**config.mk**
```make
export PLATFORM = sky130hd
export DESIGN_NAME = dso_trigger_ctrl
export DESIGN_NICKNAME = d
export VERILOG_FILES = /design/src/rtl/dso_trigger_ctrl.sv
export SDC_FILE = /design/constraint.sdc
export NUM_CORES = 1
export LEC_CHECK = 0
export CORE_ASPECT_RATIO = 0.6
export CORE_MARGIN = 1
export CORE_UTILIZATION = 49
export CTS_CLUSTER_SIZE = 30
export DETAILED_ROUTE_END_ITERATION = 10
export PLACE_DENSITY = 0.77
export SYNTH_ARGS = -nofsm -noshare
export SYNTH_HDL_FRONTEND = slang
export SYNTH_SLANG_ARGS = --single-unit
```
**constraint.sdc**
```tcl
create_clock -name clk -period 3.3 [get_ports clk]
set_input_delay 0.66 -clock clk [delete_from_list [all_inputs] [get_ports clk]]
set_output_delay 0.66 -clock clk [all_outputs]
set_load 0.005 [all_outputs]
```
**src/rtl/dso_trigger_ctrl.sv**
```systemverilog
`default_nettype none
// ============================================================================
// Module      : dso_trigger_ctrl
// Description : Oscilloscope trigger sequencer. Detects level crossings on
//               the ADC sample stream, applies holdoff, and implements the
//               NORMAL / AUTO / IMMEDIATE / SINGLE modes.
//               Optional hysteresis qualifier: define DSO_TRIG_HYST_EN.
// Revision    : 1.0 - initial release
// ============================================================================
module dso_trigger_ctrl #(
    parameter int DATA_W = 8,
    parameter int AUTO_W = 20,
    parameter int HOLD_W = 16
) (
    input  logic              clk,
    input  logic              rst,
    input  logic [1:0]        mode,
    input  logic              edge_fall,
    input  logic [DATA_W-1:0] trig_level,
    input  logic [AUTO_W-1:0] auto_timeout,
    input  logic [HOLD_W-1:0] holdoff,
    input  logic              arm,
    input  logic [DATA_W-1:0] adc_data,
    input  logic              sample_stb,
    input  logic              drv_waiting,
    input  logic              drv_triggered,
    input  logic              drv_valid,
`ifdef DSO_TRIG_HYST_EN
    input  logic [DATA_W-1:0] trig_hyst,
`endif
    output logic              trigger_req,
    output logic              auto_fired,
    output logic              stopped,
    output logic [2:0]        ctrl_state
);

    localparam logic [2:0] c_st_idle    = 3'd0;
    localparam logic [2:0] c_st_armed   = 3'd1;
    localparam logic [2:0] c_st_seek    = 3'd2;
    localparam logic [2:0] c_st_fire    = 3'd3;
    localparam logic [2:0] c_st_fill    = 3'd4;
    localparam logic [2:0] c_st_holdoff = 3'd5;
    localparam logic [2:0] c_st_stopped = 3'd6;

    localparam logic [1:0] c_mode_normal = 2'd0;
    localparam logic [1:0] c_mode_auto   = 2'd1;
    localparam logic [1:0] c_mode_imm    = 2'd2;
    localparam logic [1:0] c_mode_single = 2'd3;

    logic [2:0]        r_state;
    logic [2:0]        w_next_state;
    logic [1:0]        r_mode;
    logic              r_edge_fall;
    logic [DATA_W-1:0] r_prev;
    logic              r_prev_valid;
    logic [AUTO_W-1:0] r_auto_cnt;
    logic [HOLD_W-1:0] r_hold_cnt;
    logic              r_trigger_req;
    logic              r_auto_fired;
    logic              r_stopped;

    logic              w_rise_x;
    logic              w_fall_x;
    logic              w_hyst_gate;
    logic              w_cross;
    logic [AUTO_W-1:0] w_auto_inc;
    logic              w_timeout;
    logic              w_enter_armed;
    logic              w_enter_seek;
    logic              w_enter_holdoff;

    assign w_rise_x = (r_prev < trig_level) && (adc_data >= trig_level);
    assign w_fall_x = (r_prev >= trig_level) && (adc_data < trig_level);

`ifdef DSO_TRIG_HYST_EN
    logic [DATA_W:0]   w_hi_sum;
    logic [DATA_W-1:0] w_hyst_hi;
    logic [DATA_W-1:0] w_hyst_lo;
    logic              w_hyst_seen;
    logic              r_hyst_ok;

    // Re-arm thresholds clamp at the ends of the sample range.
    assign w_hi_sum    = {1'b0, trig_level} + {1'b0, trig_hyst};
    assign w_hyst_hi   = w_hi_sum[DATA_W] ? '1 : w_hi_sum[DATA_W-1:0];
    assign w_hyst_lo   = (trig_level >= trig_hyst) ? (trig_level - trig_hyst) : '0;
    assign w_hyst_seen = sample_stb &&
                         (r_edge_fall ? (adc_data >= w_hyst_hi) : (adc_data <= w_hyst_lo));
    assign w_hyst_gate = r_hyst_ok;
`else
    assign w_hyst_gate = 1'b1;
`endif

    assign w_cross    = sample_stb && r_prev_valid && w_hyst_gate &&
                        (r_edge_fall ? w_fall_x : w_rise_x);
    assign w_auto_inc = (&r_auto_cnt) ? r_auto_cnt : (r_auto_cnt + AUTO_W'(1));
    assign w_timeout  = sample_stb && (r_mode == c_mode_auto) && (w_auto_inc >= auto_timeout);

    always_comb begin
        w_next_state = r_state;
        case (r_state)
            c_st_idle:    w_next_state = c_st_armed;
            c_st_armed:   if (drv_waiting)
                              w_next_state = (r_mode == c_mode_imm) ? c_st_fire : c_st_seek;
            c_st_seek:    if (!drv_waiting)
                              w_next_state = c_st_armed;
                          else if (w_cross || w_timeout)
                              w_next_state = c_st_fire;
            c_st_fire:    if (drv_triggered)
                              w_next_state = c_st_fill;
            c_st_fill:    if (drv_valid)
                              w_next_state = (r_mode == c_mode_single) ? c_st_stopped : c_st_holdoff;
            c_st_holdoff: if (r_hold_cnt >= holdoff)
                              w_next_state = c_st_armed;
            c_st_stopped: if (arm)
                              w_next_state = c_st_holdoff;
            default:      w_next_state = c_st_idle;
        endcase
    end

    assign w_enter_armed   = (w_next_state == c_st_armed)   && (r_state != c_st_armed);
    assign w_enter_seek    = (w_next_state == c_st_seek)    && (r_state != c_st_seek);
    assign w_enter_holdoff = (w_next_state == c_st_holdoff) && (r_state != c_st_holdoff);

    always_ff @(posedge clk) begin
        if (rst) begin
            r_state       <= c_st_idle;
            r_mode        <= c_mode_normal;
            r_edge_fall   <= 1'b0;
            r_prev        <= '0;
            r_prev_valid  <= 1'b0;
            r_auto_cnt    <= '0;
            r_hold_cnt    <= '0;
            r_trigger_req <= 1'b0;
            r_auto_fired  <= 1'b0;
            r_stopped     <= 1'b0;
        end else begin
            r_state <= w_next_state;

            // Entry clear wins over a coincident strobe so SEEK always starts fresh.
            if (sample_stb) begin
                r_prev       <= adc_data;
                r_prev_valid <= 1'b1;
            end
            if (w_enter_seek)
                r_prev_valid <= 1'b0;

            if (w_enter_armed) begin
                r_mode      <= mode;
                r_edge_fall <= edge_fall;
            end

            if (r_state == c_st_armed)
                r_auto_cnt <= '0;
            else if ((r_state == c_st_seek) && sample_stb)
                r_auto_cnt <= w_auto_inc;

            if ((r_state == c_st_seek) && (w_next_state == c_st_fire))
                r_auto_fired <= !w_cross;
            else if ((r_state == c_st_armed) && (w_next_state == c_st_fire))
                r_auto_fired <= 1'b0;

            if (w_enter_holdoff)
                r_hold_cnt <= '0;
            else if ((r_state == c_st_holdoff) && sample_stb)
                r_hold_cnt <= r_hold_cnt + HOLD_W'(1);

            // Registered from the current state, so the request lags FIRE entry by one cycle.
            r_trigger_req <= (r_state == c_st_fire) && !drv_triggered;
            r_stopped     <= (w_next_state == c_st_stopped);
        end
    end

`ifdef DSO_TRIG_HYST_EN
    always_ff @(posedge clk) begin
        if (rst)
            r_hyst_ok <= 1'b0;
        else if (w_enter_seek)
            r_hyst_ok <= 1'b0;
        else if (w_hyst_seen)
            r_hyst_ok <= 1'b1;
    end
`endif

    assign trigger_req = r_trigger_req;
    assign auto_fired  = r_auto_fired;
    assign stopped     = r_stopped;
    assign ctrl_state  = r_state;

endmodule
`default_nettype wire
```
# [Yosys cells after proc, flatten, opt, wreduce, memory -nomap -nowiden]
# Index checks and enable logic that the tools add are counted.
# Widths: inputs -> output; s select.
[totals] reg_bits=54 input_bits=62 out_inout_bits=6 wordCells=72
[classes] n_addsub=2 magnitude_cmp=6 n_eq_ne=17 n_mux=14 reduce_logical=23
[ops] operator="$mux 3" count=7
[ops] operator="$pmux 3 s7" count=1
[ops] operator="$add 20x1->20 const B" count=1
[ops] operator="$ge 20x20->1" count=1
[ops] operator="$mux 20" count=1
[ops] operator="$reduce_and 20->1" count=1
[ops] operator="$add 16x1->16 const B" count=1
[ops] operator="$ge 16x16->1" count=1
[ops] operator="$ge 8x8->1" count=2
[ops] operator="$lt 8x8->1" count=2
[ops] operator="$eq 3x3->1 const B" count=5
[ops] operator="$logic_and 1x1->1" count=14
[ops] operator="$eq 3x2->1 const B" count=4
[ops] operator="$eq 3x1->1 const B" count=2
[ops] operator="$reduce_or 2->1" count=3
[ops] operator="$eq 2x2->1 const B" count=2
[ops] operator="$mux 1" count=4
[ops] operator="$logic_not 3->1" count=1
[ops] operator="$ne 3x1->1 const B" count=1
[ops] operator="$ne 3x2->1 const B" count=1
[ops] operator="$ne 3x3->1 const B" count=1
[ops] operator="$eq 2x1->1 const B" count=1
[ops] operator="$logic_not 1->1" count=2
[ops] operator="$mux 2" count=1
[ops] operator="2 further kinds" count=2

# [Longest topological paths before layout]
# Gate-level depths: netlist of the first run.
[depth] ltp_word=12 depth_mapped=17 mapped_depth_nobuf=15

# [Worst setup path after synthesis of the first run]
# OpenSTA, ideal clock, no wires.
[synth_timing] path_kind="register to register" from="reg r_auto_cnt[0]" to="reg r_state[0] (netlist: ctrl_state[0])" setup_time_ns=0.130 arrival_ns=3.502 required_ns=3.170 slack_ns=-0.332 path_stages_with_launch=18 path_buffers=2 synth_period_minus_slack_ns=3.632 cell_sequence="dfxtp_1 ha_1 nand3_1 or4_4 buf_6 or4_4 buf_6 nand2_1 nor2_1 xor2_1 ha_1 nand4_1 nor2_1 a221oi_1 a31oi_1 a211o_1 nor2b_1 o22ai_1"
[synth_via] elab_chain_len=8 word_cells_on_any_way=9 cone_classes="1 x add/sub; 1 x order compare; 4 x mux; 3 x reduce/logical"
[synth_rtl] element="from (decl)" line="56" text="logic [AUTO_W-1:0] r_auto_cnt;"
[synth_rtl] element="from (signal assigned)" line="155" text="r_auto_cnt <= w_auto_inc;"
[synth_rtl] element="$add 20x1->20 or $reduce_and 20->1 (tied branches)" line="95" text="assign w_auto_inc = (&r_auto_cnt) ? r_auto_cnt : (r_auto_cnt + AUTO_W'(1));"
[synth_rtl] element="$mux 20 (*)" line="95"
[synth_rtl] element="named net w_auto_inc[13]" line="66" text="logic [AUTO_W-1:0] w_auto_inc;"
[synth_rtl] element="$ge 20x20->1 (*)" line="96" text="assign w_timeout = sample_stb && (r_mode == c_mode_auto) && (w_auto_inc >= auto_timeout);"
[synth_rtl] element="$logic_and 1x1->1 (*)" line="96"
[synth_rtl] element="$logic_or 1x1->1 (*)" line="106" text="else if (w_cross || w_timeout)"
[synth_rtl] element="$mux 3 (*)" line="106"
[synth_rtl] element="$mux 3 (*)" line="104" text="c_st_seek: if (!drv_waiting)"
[synth_rtl] element="$pmux 3 s7 (*)" line="100" text="case (r_state)"
[synth_rtl] element="to (signal assigned)" line="126" text="r_state <= c_st_idle;"
[synth_rtl] element="to (signal assigned)" line="137" text="r_state <= w_next_state;"
[synth_rtl] element="to (decl)" line="50" text="logic [2:0] r_state;"
# The timed path passes the listed nets; every way through them passes the cells marked *.
# A chain may end at the register's enable or synchronous reset.

# [Worst setup path after layout of the first run]
[layout_timing] from="reg r_auto_cnt[6]" to="reg r_auto_fired (netlist: auto_fired)"
[layout_via] elab_chain_len=11 word_cells_on_any_way=14 cone_classes="1 x add/sub; 1 x order compare; 1 x eq/ne; 5 x mux; 6 x reduce/logical"
[layout_rtl] element="$add 20x1->20 or $reduce_and 20->1 (tied branches)" line="95"
[layout_rtl] element="$mux 20 (*)" line="95"
[layout_rtl] element="named net w_auto_inc[10]" line="66"
[layout_rtl] element="$ge 20x20->1 (*)" line="96"
[layout_rtl] element="$logic_and 1x1->1 (*)" line="96"
[layout_rtl] element="$logic_or 1x1->1 (*)" line="106"
[layout_rtl] element="$mux 3 (*)" line="106"
[layout_rtl] element="$mux 3 (*)" line="104"
[layout_rtl] element="$pmux 3 s7 (*)" line="100"
[layout_rtl] element="$eq 3x2->1 (*)" line="157, 159"
[layout_rtl] element="$logic_and 1x1->1 (on tied branches)" line="157, 159"
[layout_rtl] element="$mux 1 or $reduce_bool 2->1 (tied branches)"
[layout_rtl] element="to (signal assigned)" line="158" text="r_auto_fired <= !w_cross;"
[layout_rtl] element="to (decl)" line="59" text="logic r_auto_fired;"
# Marked as above.

==> results of run 1 <==
## per-layer routing
layer  up-vias  routed length, um  track usage (%)
li1       1967                  -                -
met1      1813               5200             35.1
met2       152               4620             38.4
met3        13                832             4.92
met4         0                104             6.11
met5         -                  0                0
## layout make-up
class	instances	area, um^2	share of cell area (%)
tap	108	135	2.47
sequential	54	1090	19.9
clock buffer	6	150	2.74
inverter	51	191	3.50
multi-input combinational	387	2880	52.5
timing repair buffer	109	1010	18.5
clock inverter	2	18.8	0.343
## stage by stage
step | utilization, % | instances | area [um^2] | power, mW | worst slack [ns]
after floorplan | - | 509 | 4120 | 0.881 | -0.144
after global placement | 64.1 | 703 | 5110 | 1.01 | -0.286
after detailed placement | 64.1 | 703 | 5110 | 1.02 | -0.350
after CTS | 67.9 | 715 | 5420 | 1.62 | -0.123
after global routing | 68.6 | 717 | 5470 | 1.68 | -0.355
final | 68.6 | 717 | 5470 | 1.62 | -0.296
## worst register-to-register path, stage by stage, from the launching register on
cell and delay (ns):
dfxtp_2 0.34, nand4_2 0.15, or4_4 0.51, or4_4 0.62, nor2b_4 0.18, buf_4 0.13, xor2_1 0.15, ha_1 0.29
nand4_1 0.11, buf_4 0.17, nor3_4 0.14, nand2_1 0.07, a31oi_1 0.22, a211o_1 0.18, nand3b_1 0.14, nand3_1 0.07
## sequential cells by signal, indices dropped and copies added (netlist names)
| signal | cells |
|---|---|
| stopped | 1 |
| r_prev | 8 |
| trigger_req | 1 |
| r_hold_cnt | 16 |
| r_auto_cnt | 20 |
| r_mode | 2 |
| auto_fired | 1 |
| ctrl_state | 3 |
| r_edge_fall | 1 |
| r_prev_valid | 1 |
## how the worst max path moves through the flow
stage                               end  slack (ns)  cells past startpoint
after floorplan           ctrl_state[0]       -0.14                     15
after global placement    ctrl_state[0]       -0.29                     12
after detailed placement  ctrl_state[0]       -0.35                     12
after CTS                 ctrl_state[0]       -0.12                     12
after global routing         auto_fired       -0.35                     15
final                        auto_fired       -0.30                     15
## cell families after synthesis
group,share of synthesized area [%]
mux,4.07
compound gates,11.4
fa+ha+maj,16.5
buf+inv,6.76
flops,26.4
xor+xnor,9.64
simple gates,25.2
## cell usage in the layout (no fill, tap or decap), types with 3 or more instances in the layout
cell type and instances:
a31oi_1 4, nand4_1 19, clkbuf_16 6, o211ai_1 4, buf_4 38, and4_1 3, ha_4 3, nor2_1 66
inv_1 51, nand2b_1 4, a311oi_1 3, xor2_1 23, a21oi_1 28, nand3_1 18, nand3b_1 3, o21ai_0 10
nand2_1 35, nand3_2 6, dfxtp_2 5, buf_6 3, nor3b_1 4, dfxtp_1 48, mux2i_1 14, nor2b_1 10
nor3_1 9, clkdlybuf4s50_1 67, ha_1 51, xnor2_1 20
## power by group
group	total (mW)	internal, mW	switching, mW
Combinational	0.329	0.173	0.156
Clock	0.594	0.333	0.260
Sequential	0.699	0.670	0.0294
## timing repair
item	in CTS	in global routing
gates resized for setup	19	6
hold buffers	0	0
endpoints found under the setup margin	2	2
pin swaps	18	5
setup buffers	4	3
==> summary.txt, run 1 <==
Synthesis
  • Synth area leader: dfxtp_1
  • Post-Syn Instances: between 500 and 600
  • Top post-synthesis cells by area: dfxtp_1 (26%), ha_1 (17%), nor2_1 (6.2%)
  • Post-synth ARST share: 0%
  • Yosys synthesis warning count: 0
  • Syn Nets: around 630
  • Synthesized flop and latch total: 54
  • Synth Flop Type: dfxtp_1
  • Seq/Total Area, Yosys: a little over a quarter
  • Post-Syn Area: approximately 0.004 mm^2
  • Syn avg cell area: 8.03 um^2
  • Synth top cells by count: nor2_1 (67), dfxtp_1 (54), ha_1 (54)
  • Yosys cell types: 59
  • Top cell type's share of synthesized area: 26.4%
  • Post-synth EDFFs: 0
  • Count leader, synth: nor2_1

Finish
  • Syn-to-layout area delta: 33.9%
  • Layout fillers: 636
  • Final nets: between 700 and 800
  • N_diodes: 0
  • Fraction of layout cells with a size suffix above 1: between 10% and 20%

Die
  • Initial core utilization: 51.2%
  • Die Height: 72.8 um
  • DIE WIDTH: about 120 um
  • Placeable core area: ~0.0080 mm^2
  • Die area: about 0.0087 mm^2
  • Cell Rows: 25
  • Ports: slightly below 70

Routing
  • Drt wl/cell: between 15 and 20 um
  • Post-Route WL: 10800 um
  • Post-detailed-route count of antenna-violating nets: 0
  • Iter 0 DRT Violations: 278
  • DR DRC count: 0
  • First drt pass iteration count: 5
  • Vias: ~4000
  • Vias/cell: approximately 5.5

Worst hold path
  • Hold crit path type: flip-flop to flip-flop
  • Hold endpoint: r_prev[1]
  • Hold Crit Start: r_prev[1]
  • WHS Path Cells: 2

STA
  • # setup viols final: 2
  • Crit share post-route: 109%
  • Fmax: 278 MHz
  • Final hold vios: 0
  • Least-Margin Pin Slew: 0.675 ns
  • Setup_tns: -0.538 ns
  • Count of pins over their slew limit: 0
  • Min Tclk post-route: between 3 and 4 ns
  • Layout Skew: 0.00515 ns
  • Hold WS: a little over 0.5 ns
  • Final worst slack: -0.296 ns
  • Slew headroom: between 50% and 60%
  • RSZ-0062 raised after global routing: true

Setup path
  • Slowest Stage Delay on Critical Path: a little over 0.6 ns
  • FF-to-FF path depth: 15
  • Worst Path Max Fanout: 8
  • Critical path required time: 3.48 ns
  • Crit. End Element: flip-flop
  • CP Cell Sequence: nand4_2 > or4_4 > or4_4 > nor2b_4 > buf_4 > xor2_1 > ha_1 > nand4_1 > buf_4 > nor3_4 > nand2_1 > a31oi_1 > a211o_1 > nand3b_1 > nand3_1
  • FF-to-FF End: auto_fired
  • Top delay family on crit path: simple AND/OR/NAND/NOR gates
  • Worst Path Class, Setup: flip-flop to flip-flop
  • Crit Reg-Reg Startpoint: r_auto_cnt[6]
  • CP arrival: around 3.8 ns
  • WP buf/inv: 2
  • Critical path's slowest cell: or4_4
  • Crit path from: r_auto_cnt[6]
  • Startpoint types: flip-flop
  • FF-to-FF setup slack: -0.30 ns

Place
  • Final GP Congestion: 0.884
  • Port Buf Inserts: 67
  • HPWL Detailed: around 8300 um

Status
  • Status: complete, but fails checks
  • Violated checks: negative setup slack

Clock tree
  • H-tree levels: 2
  • Clk pin slew, worst setup/hold paths: approximately 0.070 ns
  • Latest clock arrival within the worst-skew pair: ~0.3 ns
  • Num Clock Sinks: 54
  • Clk root buf: clkbuf_16
  • CTS Buf Count: 5
  • CTS tree: done
  • Clock Tree Buf Depth: 2

Global routing
  • Global-route wire length before repair: 17200 um
  • Vias in the first global route: 3670
  • Largest net degree at the start of global routing: 21
  • Initial antenna violation count: 0
  • Total track usage: between 20% and 30%
  • Grt total ovfl: 0

Flow run
  • Max-cap viol count: 0

Pwr
  • Pleak: between 2 and 2.5 nW
  • Pwr Density: 297 mW/mm^2
  • VDD IR max: 0.265 mV
No activity file was read; power rests on OpenSTA's default activity.
==> run 2, diff against run 1 <==
Settings changed: ABC_AREA set to 0, MAX_ROUTING_LAYER set to met4.
==> run 2 against run 1 <==
  * Largest power group unchanged
  * Sequential share of layout area increased by 0.29 points
  * Sequential cell count unchanged
  * Hold slack got worse by 0.0092 ns
  * The run still ends with negative setup slack left
  * Clock skew increased by 0.0021 ns
  * Fmax increased by 1.7%
==> summary.txt, run 2 (synthesis gave the netlist of run 1 again) <==
Status
  • Status: complete, but fails checks
  • Violated checks: negative setup slack

Die
  • Ports: a little under 70
  • Cell Rows: 25
  • Initial core utilization: ~51%
  • Die area: 0.00872 mm^2
  • Placeable core area: 0.00798 mm^2
  • DIE WIDTH: roughly 120 um
  • Die Height: a little over 70 um

STA
  • Count of pins over their slew limit: 0
  • Layout Skew: 0.00720 ns
  • Slew headroom: ~56%
  • Fmax: roughly 280 MHz
  • RSZ-0062 raised after global routing: true
  • Least-Margin Pin Slew: 0.663 ns
  • # setup viols final: 2
  • Crit share post-route: 107%
  • Min Tclk post-route: about 3.5 ns
  • Final worst slack: -0.236 ns
  • Final hold vios: 0

Routing
  • Post-detailed-route count of antenna-violating nets: 0
  • DR DRC count: 0
  • Drt wl/cell: 14.5 um
  • Vias: 3874
  • Vias/cell: approximately 5.4
  • Iter 0 DRT Violations: between 200 and 300
  • Post-Route WL: about 10000 um
  • First drt pass iteration count: 5

Global routing
  • Initial antenna violation count: 0
  • Grt total ovfl: 0
  • Global-route wire length before repair: around 17000 um
  • M3 GR Usage: 4.84%
  • GR Util met1: between 30% and 40%
  • Vias in the first global route: 3734
  • Largest net degree at the start of global routing: 21
  • Gr busiest metal: met2
  • GR Util met2: between 30% and 40%
  • Total track usage: 25.6%

Finish
  • Top Registers: r_auto_cnt x20, r_hold_cnt x16, r_prev x8
  • Final nets: 724
  • Core Util, Final: around two thirds
  • Syn-to-layout area delta: 31.8%
  • N_diodes: 0
  • Layout fillers: about 670
  • Most frequent cells in the layout: clkdlybuf4s50_1 (67), nor2_1 (65), ha_1 (52)
  • Most flops, register: r_auto_cnt
  • Commonest non-fill, non-tap cell in the layout: clkdlybuf4s50_1
  • Max FFs per register: 20
  • Fraction of layout cells with a size suffix above 1: a little over an eighth

Setup path
  • CP arrival: between 3 and 4 ns
  • Worst Path Class, Setup: flip-flop to flip-flop
  • FF-to-FF path depth: 16
  • Crit. End Element: flip-flop
  • FF-to-FF setup slack: -0.24 ns
  • Startpoint types: flip-flop
  • Critical path required time: between 3 and 4 ns
  • Worst Path Max Fanout: 8
  • Crit Reg-Reg Startpoint: r_auto_cnt[6]
  • Crit path from: r_auto_cnt[6]
  • FF-to-FF End: auto_fired

Pwr
  • Pleak: 2.32 nW
  • VDD IR max: about 0.27 mV
  • Pwr Density: 286 mW/mm^2

Worst hold path
  • Hold Crit Start: r_prev[3]
  • Hold endpoint: r_prev[3]
  • Hold crit path type: flip-flop to flip-flop
  • WHS Path Cells: 2

Place
  • HPWL Detailed: roughly 8300 um
  • Port Buf Inserts: 67
  • Final GP Congestion: roughly 0.9
  • Pre-CTS setup slack: -0.308 ns

Flow run
  • Max-cap viol count: 0

Clock tree
  • CTS tree: done
  • H-tree levels: 2
  • Num Clock Sinks: 54
  • Clock Tree Buf Depth: 2
  • Hold_buf cts: 0
  • Clk pin slew, worst setup/hold paths: about 0.070 ns
  • CTS Buf Count: 5
  • Clk root buf: clkbuf_16
  • Latest clock arrival within the worst-skew pair: approximately 0.29 ns
==> run 2: changes by cell type in the layout (fill, tap and decap cells not counted), sizes merged <==
| cell | previous run | this run |
|---|---|---|
| clkinv | 0 | 2 |
| clkinvlp | 1 | 0 |
| inv | 52 | 51 |
==> run 2: what timing repair did <==
action	in CTS	in global routing
setup endpoints to repair	2	2
resized for setup	12	8
buffers inserted	4	2
pin swaps	4	2
==> run 2: how the worst max path moves through the flow <==
stage,to,slack [ns],cells past startpoint
global placement,ctrl_state[0],-0.29,12
floorplan,ctrl_state[0],-0.14,15
detailed placement,ctrl_state[0],-0.31,12
finish,auto_fired,-0.24,16
global route,ctrl_state[0],-0.36,13
CTS,ctrl_state[0],-0.18,15
==> run 2: layout make-up <==
type / instances / area, um^2 / area share [%]
sequential: 54 / 1090 / 20.2
inverter: 51 / 191 / 3.55
clock inverter: 2 / 13.8 / 0.256
multi-input combinational: 387 / 2830 / 52.5
timing repair buffer: 109 / 1000 / 18.6
clock buffer: 6 / 129 / 2.39
tap: 108 / 135 / 2.51
==> run 2: critical path, cell delays in order, from the launching register on <==
cell and delay [ns]:
dfxtp_2 0.34, nand4_2 0.14, or4_4 0.51, or4_4 0.64
buf_6 0.17, nand2_4 0.05, nor2_2 0.04, xor2_1 0.14
ha_1 0.29, nand4_1 0.13, nor2_2 0.14, buf_4 0.12
nand4b_1 0.11, a31oi_1 0.20, a211o_1 0.18, nand3b_1 0.14
nand3_1 0.08
==> run 2: power by group <==
part	internal (mW)	switching, mW
clock	0.282	0.236
sequential	0.670	0.0282
combinational	0.171	0.154
total	1.12	0.418
==> run 2: per-layer routing <==
metal / routed length, um / vias to the layer above / part of all wire [%]
li1: - / 1957 / -
met2: 4440 / 132 / 43
met4: 48 / 0 / 0.46
met3: 742 / 6 / 7.1
met1: 5190 / 1779 / 50
met5: 0 / - / 0
==> run 2: per-stage QoR <==
stage / setup TNS [ns] / power (mW) / instance area, um^2 / hold WS [ns] / instances
6_report: -0.470 / 1.54 / 5390 / 0.501 / 717
2_1_floorplan: -0.262 / 0.881 / 4120 / 0.460 / 509
3_5_place_dp: -0.605 / 1.02 / 5110 / 0.489 / 703
4_1_cts: -0.269 / 1.55 / 5340 / 0.508 / 715
5_1_grt: -0.716 / 1.62 / 5390 / 0.541 / 717
3_3_place_gp: -0.548 / 1.01 / 5110 / 0.475 / 703
==> run 3, diff against run 2 <==
Settings changed: CORE_UTILIZATION 49 to 45, PLACE_DENSITY 0.77 to 0.72, TNS_END_PERCENT set to 5.
==> run 3 against run 2 <==
  * The run ends with design-rule violations, negative setup slack left
  * Critical path depth fell by 1
  * Critical path type unchanged
  * Sequential cell count unchanged
  * First-iteration DRC count down 20%
  * Final area fell by 1.5%
  * Total power rose by 3.9%
  * Hold slack got worse by 0.0014 ns
  * Highest routed layer unchanged
  * Sequential power about the same
  * Setup slack improved by 0.094 ns
  * Clock-buffer cell count up 1
  * Wire length shrank 1.7%
==> summary.txt, run 3 (synthesis gave the netlist of run 1 again) <==
Routing
  • Post-detailed-route count of antenna-violating nets: 0
  • Post-Route WL: roughly 10000 um
  • Drt wl/cell: between 10 and 15 um
  • First drt pass iteration count: 8
  • DR DRC count: 6
  • Vias/cell: between 5 and 6
  • Iter 0 DRT Violations: between 200 and 250
  • Vias: between 3000 and 4000

Finish
  • Final Instance Count excl. Fillers: 717
  • Most frequent cells in the layout: clkdlybuf4s50_1 (67), nor2_1 (66), ha_1 (53)
  • Fraction of layout cells with a size suffix above 1: between 10% and 20%
  • Core Util, Final: about three fifths
  • Max FFs per register: 20
  • Syn-to-layout area delta: 29.8%
  • N_diodes: 0
  • Most flops, register: r_auto_cnt
  • Top Registers: r_auto_cnt x20, r_hold_cnt x16, r_prev x8
  • Final nets: just over 700
  • Commonest non-fill, non-tap cell in the layout: clkdlybuf4s50_1

Setup path
  • CP arrival: 3.60 ns
  • FF-to-FF setup slack: -0.14 ns
  • Critical path's slowest cell: or4_4
  • Top delay family on crit path: simple AND/OR/NAND/NOR gates
  • Crit. End Element: flip-flop
  • Worst Path Max Fanout: 5
  • CP Cell Sequence: ha_4 > nand3_1 > or4_4 > or4_4 > buf_4 > nand3_1 > xnor2_1 > ha_1 > nand4_1 > nor2_1 > a221oi_2 > a31oi_2 > a211o_1 > nor2b_1 > o22ai_1
  • Startpoint types: flip-flop
  • Worst Path Class, Setup: flip-flop to flip-flop
  • Critical path required time: approximately 3.5 ns
  • Slowest Stage Delay on Critical Path: 0.47 ns
  • WP buf/inv: 1

Global routing
  • Global-route wire length before repair: approximately 17000 um
  • Grt total ovfl: 0
  • Largest net degree at the start of global routing: 22
  • Total track usage: 22.9%
  • Vias in the first global route: 3602
  • Initial antenna violation count: 0

Worst hold path
  • Hold crit path type: flip-flop to flip-flop

Status
  • Violated checks: design-rule violations, negative setup slack
  • Status: complete, but fails checks

Pwr
  • Pwr Density: between 300 and 400 mW/mm^2
  • VDD IR max: ~0.22 mV
  • Power, Total: around 1.6 mW
  • Pleak: approximately 2.3 nW

Die
  • Die Height: approximately 76 um
  • Ports: 68
  • DIE WIDTH: 125 um
  • Die area: approximately 0.0095 mm^2
  • Initial core utilization: between 40% and 50%
  • Placeable core area: between 0.008 and 0.009 mm^2
  • Cell Rows: 26

Clock tree
  • Clk root buf: clkbuf_16
  • CTS tree: done
  • Clk pin slew, worst setup/hold paths: 0.07 ns
  • Clock Tree Buf Depth: 2
  • H-tree levels: 2
  • CTS Buf Count: 5
  • Latest clock arrival within the worst-skew pair: 0.29 ns
  • Num Clock Sinks: 54

STA
  • Final hold vios: 0
  • Min Tclk post-route: between 3 and 4 ns
  • Final worst slack: -0.142 ns
  • Layout Skew: 0.00485 ns
  • Hold WS: between 0.4 and 0.5 ns
  • Crit share post-route: 104%
  • Least-Margin Pin Slew: 0.639 ns
  • # setup viols final: 2
  • Count of pins over their slew limit: 0
  • Slew headroom: ~57%
  • RSZ-0062 raised after global routing: true
  • Fmax: a little under 300 MHz

Place
  • Port Buf Inserts: between 60 and 70
  • Final GP Congestion: roughly 0.93
  • Inst Count DP: ~710
  • HPWL Detailed: 8050 um

Flow run
  • Max-cap viol count: 0
[run 3: changes by cell type in the layout (fill, tap and decap cells not counted), moves of 2 or more]
cell	before	now
nand3_2	5	3
buf_6	4	0
a21oi_1	27	29
dfxtp_2	4	2
dfxtp_1	49	51
nand3_1	19	21
a21oi_2	2	0
[run 3: layer usage]
layer	up-vias	GRT usage (%)	wire length (um)	part of all wire [%]
met3	8	4.92	564	5.5
met2	97	36.6	4370	43
met1	1756	30.3	5240	51
li1	1948	-	-	-
met4	0	4.20	78	0.76
met5	-	-	0	0
[run 3: through the flow]
stage	setup WS (ns)	cell area, um^2	TNS, ns
CTS	-0.110	5310	-0.218
floorplan	-0.169	4110	-0.319
detailed placement	-0.246	5100	-0.465
global route	-0.351	5310	-0.690
global placement	-0.207	5100	-0.386
finish	-0.142	5310	-0.279
[run 3: worst paths after layout]
kind         cells past startpoint           from             to
max                             15  r_auto_cnt[1]  ctrl_state[0]
min                              2   r_prev_valid   r_prev_valid
max reg2reg                     15  r_auto_cnt[1]  ctrl_state[0]
min reg2reg                      2   r_prev_valid   r_prev_valid
[run 3: layout make-up]
cell class,count,area (um^2)
inverter,51,191
timing repair buffer,104,948
clock inverter,1,30.0
fill,766,3350
multi-input combinational,388,2780
clock buffer,7,133
sequential,54,1090
tap,112,140
[run 3: power by group]
group	switching (mW)	internal (mW)
combinational	0.147	0.168
sequential	0.0306	0.670
clock	0.227	0.359
total	0.404	1.20
[run 3: timing repair]
item | in CTS | in global routing
cloned | 1 | 0
gates resized for setup | 6 | 1
endpoints found under the setup margin | 2 | 2
hold buffers | 0 | 0
setup buffers | 1 | 0
pin swaps | 3 | 1
[run 3: tightest hold or removal path: stages, from the launching register on]
cell,delay (ns)
dfxtp_1,0.31
nor2_1,0.09
a311oi_1,0.05
